===== src/rtl/morse_pkg.sv =====
// Shared definitions for the Morse keyer: FSM state encoding, symbol codes
// and the Morse timing ratios expressed in time units.
package morse_pkg;

    typedef enum logic [2:0] {
        S_IDLE,
        S_MARK,
        S_GAP_ELEM,
        S_GAP_CHAR,
        S_GAP_WORD
    } state_t;

    localparam logic [5:0] SYM_SPACE = 6'd36;
    localparam logic [5:0] NUM_SYMS  = 6'd37;

    localparam int DOT_U        = 1;
    localparam int DASH_U       = 3;
    localparam int ELEM_GAP_U   = 1;
    localparam int CHAR_GAP_U   = 3;
    localparam int WORD_EXTRA_U = 4;

endpackage


===== src/rtl/morse_rom.sv =====
// Symbol code to Morse element table. Pattern bits are sent MSB-first from
// bit len-1; a 1 is a dash. Anything that is not a letter or digit yields len 0.
module morse_rom
    import morse_pkg::*;
(
    input  logic [5:0] iSYM,
    output logic [2:0] oLEN,
    output logic [4:0] oPAT
);

    logic [7:0] w_entry;

    always_comb begin
        w_entry = 8'd0;
        if (iSYM < NUM_SYMS) begin
            case (iSYM)
                6'd0:  w_entry = {3'd2, 5'b00001};  // A .-
                6'd1:  w_entry = {3'd4, 5'b01000};  // B -...
                6'd2:  w_entry = {3'd4, 5'b01010};  // C -.-.
                6'd3:  w_entry = {3'd3, 5'b00100};  // D -..
                6'd4:  w_entry = {3'd1, 5'b00000};  // E .
                6'd5:  w_entry = {3'd4, 5'b00010};  // F ..-.
                6'd6:  w_entry = {3'd3, 5'b00110};  // G --.
                6'd7:  w_entry = {3'd4, 5'b00000};  // H ....
                6'd8:  w_entry = {3'd2, 5'b00000};  // I ..
                6'd9:  w_entry = {3'd4, 5'b00111};  // J .---
                6'd10: w_entry = {3'd3, 5'b00101};  // K -.-
                6'd11: w_entry = {3'd4, 5'b00100};  // L .-..
                6'd12: w_entry = {3'd2, 5'b00011};  // M --
                6'd13: w_entry = {3'd2, 5'b00010};  // N -.
                6'd14: w_entry = {3'd3, 5'b00111};  // O ---
                6'd15: w_entry = {3'd4, 5'b00110};  // P .--.
                6'd16: w_entry = {3'd4, 5'b01101};  // Q --.-
                6'd17: w_entry = {3'd3, 5'b00010};  // R .-.
                6'd18: w_entry = {3'd3, 5'b00000};  // S ...
                6'd19: w_entry = {3'd1, 5'b00001};  // T -
                6'd20: w_entry = {3'd3, 5'b00001};  // U ..-
                6'd21: w_entry = {3'd4, 5'b00001};  // V ...-
                6'd22: w_entry = {3'd3, 5'b00011};  // W .--
                6'd23: w_entry = {3'd4, 5'b01001};  // X -..-
                6'd24: w_entry = {3'd4, 5'b01011};  // Y -.--
                6'd25: w_entry = {3'd4, 5'b01100};  // Z --..
                6'd26: w_entry = {3'd5, 5'b11111};  // 0
                6'd27: w_entry = {3'd5, 5'b01111};  // 1
                6'd28: w_entry = {3'd5, 5'b00111};  // 2
                6'd29: w_entry = {3'd5, 5'b00011};  // 3
                6'd30: w_entry = {3'd5, 5'b00001};  // 4
                6'd31: w_entry = {3'd5, 5'b00000};  // 5
                6'd32: w_entry = {3'd5, 5'b10000};  // 6
                6'd33: w_entry = {3'd5, 5'b11000};  // 7
                6'd34: w_entry = {3'd5, 5'b11100};  // 8
                6'd35: w_entry = {3'd5, 5'b11110};  // 9
                default: w_entry = 8'd0;            // word space has no elements
            endcase
        end
    end

    assign oLEN = w_entry[7:5];
    assign oPAT = w_entry[4:0];

endmodule


===== src/rtl/morse_keyer.sv =====
// Turns a stream of symbol codes into the on/off keying signal that gates the
// sidetone. All durations are multiples of UNIT_CYCLES clocks.
module morse_keyer
    import morse_pkg::*;
#(
    parameter int UNIT_CYCLES = 6000000,
    parameter int CNT_W       = 25
) (
    input  logic       iCLK,
    input  logic       iRST_N,
    input  logic [5:0] iSYM,
    input  logic       iVALID,
    output logic       oREADY,
    output logic       oPLAY,
    output logic       oBUSY,
    output logic       oDONE
);

    // State durations are (load + 1) cycles, hence the -1 on every load.
    localparam logic [CNT_W-1:0] LD_DOT  = CNT_W'(DOT_U        * UNIT_CYCLES - 1);
    localparam logic [CNT_W-1:0] LD_DASH = CNT_W'(DASH_U       * UNIT_CYCLES - 1);
    localparam logic [CNT_W-1:0] LD_EGAP = CNT_W'(ELEM_GAP_U   * UNIT_CYCLES - 1);
    localparam logic [CNT_W-1:0] LD_CGAP = CNT_W'(CHAR_GAP_U   * UNIT_CYCLES - 1);
    localparam logic [CNT_W-1:0] LD_WORD = CNT_W'(WORD_EXTRA_U * UNIT_CYCLES - 1);

    state_t           r_state;
    logic [CNT_W-1:0] r_timer;
    logic [4:0]       r_pat;
    logic [2:0]       r_idx;
    logic             r_play;
    logic             r_busy;
    logic             r_done;

    logic [2:0]       w_len;
    logic [4:0]       w_pat;
    logic [2:0]       w_first_idx;
    logic             w_first_dash;
    logic             w_timer_zero;

    morse_rom u_rom (
        .iSYM (iSYM),
        .oLEN (w_len),
        .oPAT (w_pat)
    );

    assign w_first_idx  = w_len - 3'd1;
    assign w_first_dash = w_pat[w_first_idx];
    assign w_timer_zero = (r_timer == '0);

    always_ff @(posedge iCLK or negedge iRST_N) begin
        if (!iRST_N) begin
            r_state <= S_IDLE;
            r_timer <= '0;
            r_pat   <= '0;
            r_idx   <= '0;
            r_play  <= 1'b0;
            r_busy  <= 1'b0;
            r_done  <= 1'b0;
        end else begin
            r_done <= 1'b0;
            case (r_state)
                S_IDLE: begin
                    if (iVALID) begin
                        if (iSYM == SYM_SPACE) begin
                            r_state <= S_GAP_WORD;
                            r_timer <= LD_WORD;
                            r_busy  <= 1'b1;
                        end else if (w_len == 3'd0) begin
                            r_done  <= 1'b1;
                        end else begin
                            r_state <= S_MARK;
                            r_timer <= w_first_dash ? LD_DASH : LD_DOT;
                            r_pat   <= w_pat;
                            r_idx   <= w_first_idx;
                            r_play  <= 1'b1;
                            r_busy  <= 1'b1;
                        end
                    end
                end
                S_MARK: begin
                    if (w_timer_zero) begin
                        r_play <= 1'b0;
                        if (r_idx == 3'd0) begin
                            r_state <= S_GAP_CHAR;
                            r_timer <= LD_CGAP;
                        end else begin
                            r_state <= S_GAP_ELEM;
                            r_timer <= LD_EGAP;
                            r_idx   <= r_idx - 3'd1;
                        end
                    end else begin
                        r_timer <= r_timer - CNT_W'(1);
                    end
                end
                S_GAP_ELEM: begin
                    // r_idx already points at the next element
                    if (w_timer_zero) begin
                        r_state <= S_MARK;
                        r_timer <= r_pat[r_idx] ? LD_DASH : LD_DOT;
                        r_play  <= 1'b1;
                    end else begin
                        r_timer <= r_timer - CNT_W'(1);
                    end
                end
                S_GAP_CHAR, S_GAP_WORD: begin
                    if (w_timer_zero) begin
                        r_state <= S_IDLE;
                        r_busy  <= 1'b0;
                        r_done  <= 1'b1;
                    end else begin
                        r_timer <= r_timer - CNT_W'(1);
                    end
                end
                default: begin
                    r_state <= S_IDLE;
                    r_timer <= '0;
                    r_play  <= 1'b0;
                    r_busy  <= 1'b0;
                end
            endcase
        end
    end

    assign oREADY = (r_state == S_IDLE);
    assign oPLAY  = r_play;
    assign oBUSY  = r_busy;
    assign oDONE  = r_done;

endmodule


===== config.mk =====
export PLATFORM = sky130hd
export DESIGN_NAME = morse_keyer
export DESIGN_NICKNAME = d
export VERILOG_FILES = /design/src/rtl/morse_pkg.sv /design/src/rtl/morse_rom.sv /design/src/rtl/morse_keyer.sv
export SDC_FILE = /design/constraint.sdc
export NUM_CORES = 1
export LEC_CHECK = 0
export ABC_AREA = 0
export ABC_CLOCK_PERIOD_IN_PS = 7400
export CORE_ASPECT_RATIO = 2
export CORE_MARGIN = 2
export CORE_UTILIZATION = 46
export DETAILED_ROUTE_END_ITERATION = 8
export PLACE_DENSITY = 0.68
export SLEW_MARGIN = 20
export SYNTH_ARGS = -nofsm -noshare
export SYNTH_HDL_FRONTEND = slang
export SYNTH_SLANG_ARGS = --single-unit
export TNS_END_PERCENT = 5

===== constraint.sdc =====
create_clock -name iCLK -period 7.4 [get_ports iCLK]
set_input_delay 1.11 -clock iCLK [delete_from_list [all_inputs] [get_ports iCLK]]
set_output_delay 1.11 -clock iCLK [all_outputs]
set_load 0.05 [all_outputs]

==> results.tsv <==
metric	value	unit
std_cell_rows	42	
yosysWarnings	0	
worst_r2r_endpoint	r_timer[22]	
nets	414	
critPathMaxFanout	14	
maxCapViolCount	0	
leakagePower	1.38	nW
tightest_slew	1.00	ns
dr.pass1.iters	5	
hold_class	register to register	
power.density	336	nW/um^2
ant_nets	0	
fmax	0.223	GHz
multi_input_area	1950	sq um
drtIter0Drc	200	
cts.hold.buffers_added	0	
final.min_clock_period	4.49	ns
coreArea	6570	sq um
grt_first_pass_wirelength	14700	um
synth_area_leaders	dfrtp_1 32%, o21ai_0 7.8%, nor2_1 5.6%	
io_pins	13	
grt_pass1_vias	3070	
io_buffers	12	
fin_ws	2.91	ns
synthFlopType	dfrtp_1	
arrival	4.72	ns
ys_ff_latch	39	
cts.clk_slew.worst_paths	0.06	ns
hold_violations	0	
maxSlewViolCount	0	
hp-start	r_pat[3]	
status	complete, no violations	
r2r_cells	8	
die_h	120	um
slew_headroom	33.1	%
synth_top_cell_by_area	dfrtp_1	
numCtsBuffers	5	
die_w	61.8	um
avgViaCountPerCell	6.32	
async_flop_share	100	%
die_area	7400	sq um
clock_skew	0.00192	ns
cts_resized	0	
area_growth_syn_to_layout	9.67	%
seq_area_frac_synth	31.7	%
required	7.63	ns
layout_commonest_cell	o21ai_0	
fill_cells	640	
gr-total-overflow	0	
reg2reg_slack	3.48	ns
worst_setup_path_start_kind	input port	
yosysTopAreaCellShare	31.7	%
synth_edf_count	0	
holdPathStages	2	
synth_nets	415	
synthesis.instances	393	
start_util	46.9	%
final_cell_mix	48 x o21ai_0, 46 x nor2_1, 39 x dfrtp_1, 33 x nand2_1, 31 x a21oi_1	
diodes	0	
clockBufferDepth	2	
syn_area_per_cell	7.83	sq um
endpoint_kind	register	
netlist_area	3080	sq um
cts_sinks	39	
min_to	r_pat[3]	
place_hpwl	7010	um
finalCritPeriodShare	60.7	%
layout-drive-gt1-share	7.63	%
dp.cells	473	
ir_worst_vdd	145	uV
ys_types	58	
postCtsSetupBuffers	0	
fin_tns_setup	0	ns
cts_root_buf	clkbuf_16	
htreeDepth	2	
seqCellArea	976	sq um
cts_tree	built	
drc	0	
antenna_found_initial	0	
total_power	1.13	mW
routedWlPerCell	18.9	um
critPathKind	input port to register	
dr_total_vias	3041	
place_ws	2.67	ns
rr_startpoint	r_timer[8]	
routed_wl	9100	um
clock_latency	0.29	ns
gp_congestion	0.919	
track_usage	26.7	%
finalSetupViolCount	0	
grt_max_degree	40	
rsz0062_at_grt	false	
layoutNonFillerInstCount	481	
==> cells by family after synthesis <==
logic type / synth area share (%)
adder cells (fa/ha/maj): 5.65
AND/OR/NAND/NOR: 24.5
AO/OA/AOI/OAI: 26.3
buffers and inverters: 4.96
multiplexers: 6.10
flip-flops: 31.7
XOR/XNOR: 0.854
==> stage by stage <==
step / area (sq um) / util (%) / hold WS (ns)
floorplan: 3080 / - / 0.444
global placement: 3230 / 49.1 / 0.469
detailed placement: 3230 / 49.1 / 0.475
CTS: 3380 / 51.4 / 0.487
global route: 3380 / 51.4 / 0.521
finish: 3380 / 51.4 / 0.481
==> metal layers <==
metal  wire, um  vias to the layer above  part of all wire [%]  track usage, %
met5          0                        -                     0               0
met4        741                        0                   8.1            22.7
met3        284                       47                   3.1            2.91
met2       4990                      123                    55            46.4
met1       3080                     1426                    34            25.5
li1           -                     1445                     -               -
==> worst max-delay path by stage <==
stage | from | end | slack (ns) | cells after the start
5_1_grt | iSYM[2] | r_timer[23] | 2.66 | 10
3_5_place_dp | iSYM[1] | r_timer[24] | 2.67 | 13
4_1_cts | iSYM[1] | r_timer[24] | 2.96 | 13
6_report | iSYM[1] | r_timer[24] | 2.91 | 13
3_3_place_gp | iSYM[2] | r_timer[24] | 2.78 | 10
2_1_floorplan | iSYM[4] | r_idx[2] | 3.83 | 11
==> sequential cells by signal (all words and copies together) (netlist names) <==
name     count
oBUSY        1
oDONE        1
oPLAY        1
r_idx        3
r_pat        5
r_state      3
r_timer     25
==> synthesized netlist by cell type (7+ instances only) <==
library cell	count
a21oi_1	31
a31oi_1	11
clkbuf_1	18
dfrtp_1	39
ha_1	13
inv_1	20
nand2_1	33
nand3_1	11
nor2_1	46
nor3_1	20
o21ai_0	48
or3_1	7
==> critical path, stage by stage <==
cell and delay, ns:
clkdlybuf4s50_1 0.56, inv_1 0.21, ha_1 0.33, inv_1 0.09, a21oi_1 0.16, o221ai_1 0.15, and3b_1 0.26, ha_1 0.23
and3_1 0.18, nand4b_1 0.51, nand2b_2 0.42, or4_1 0.40, nand3_1 0.09
==> cell type report <==
type / count / area share (%)
timing repair buffer: 12 / 3.41
clock buffer: 5 / 3.71
tap: 88 / 3.26
inverter: 20 / 2.22
clock inverter: 3 / 0.741
sequential: 39 / 28.9
multi-input combinational: 314 / 57.7
==> power by group <==
| part | internal, mW | leakage, nW | switching [mW] |
|---|---|---|---|
| Combinational | 0.202 | 0.841 | 0.321 |
| Clock | 0.126 | 0.0700 | 0.0942 |
| Sequential | 0.294 | 0.472 | 0.0965 |
| Total | 0.623 | 1.38 | 0.511 |
Note: power is estimated with default switching activity, not from simulation.
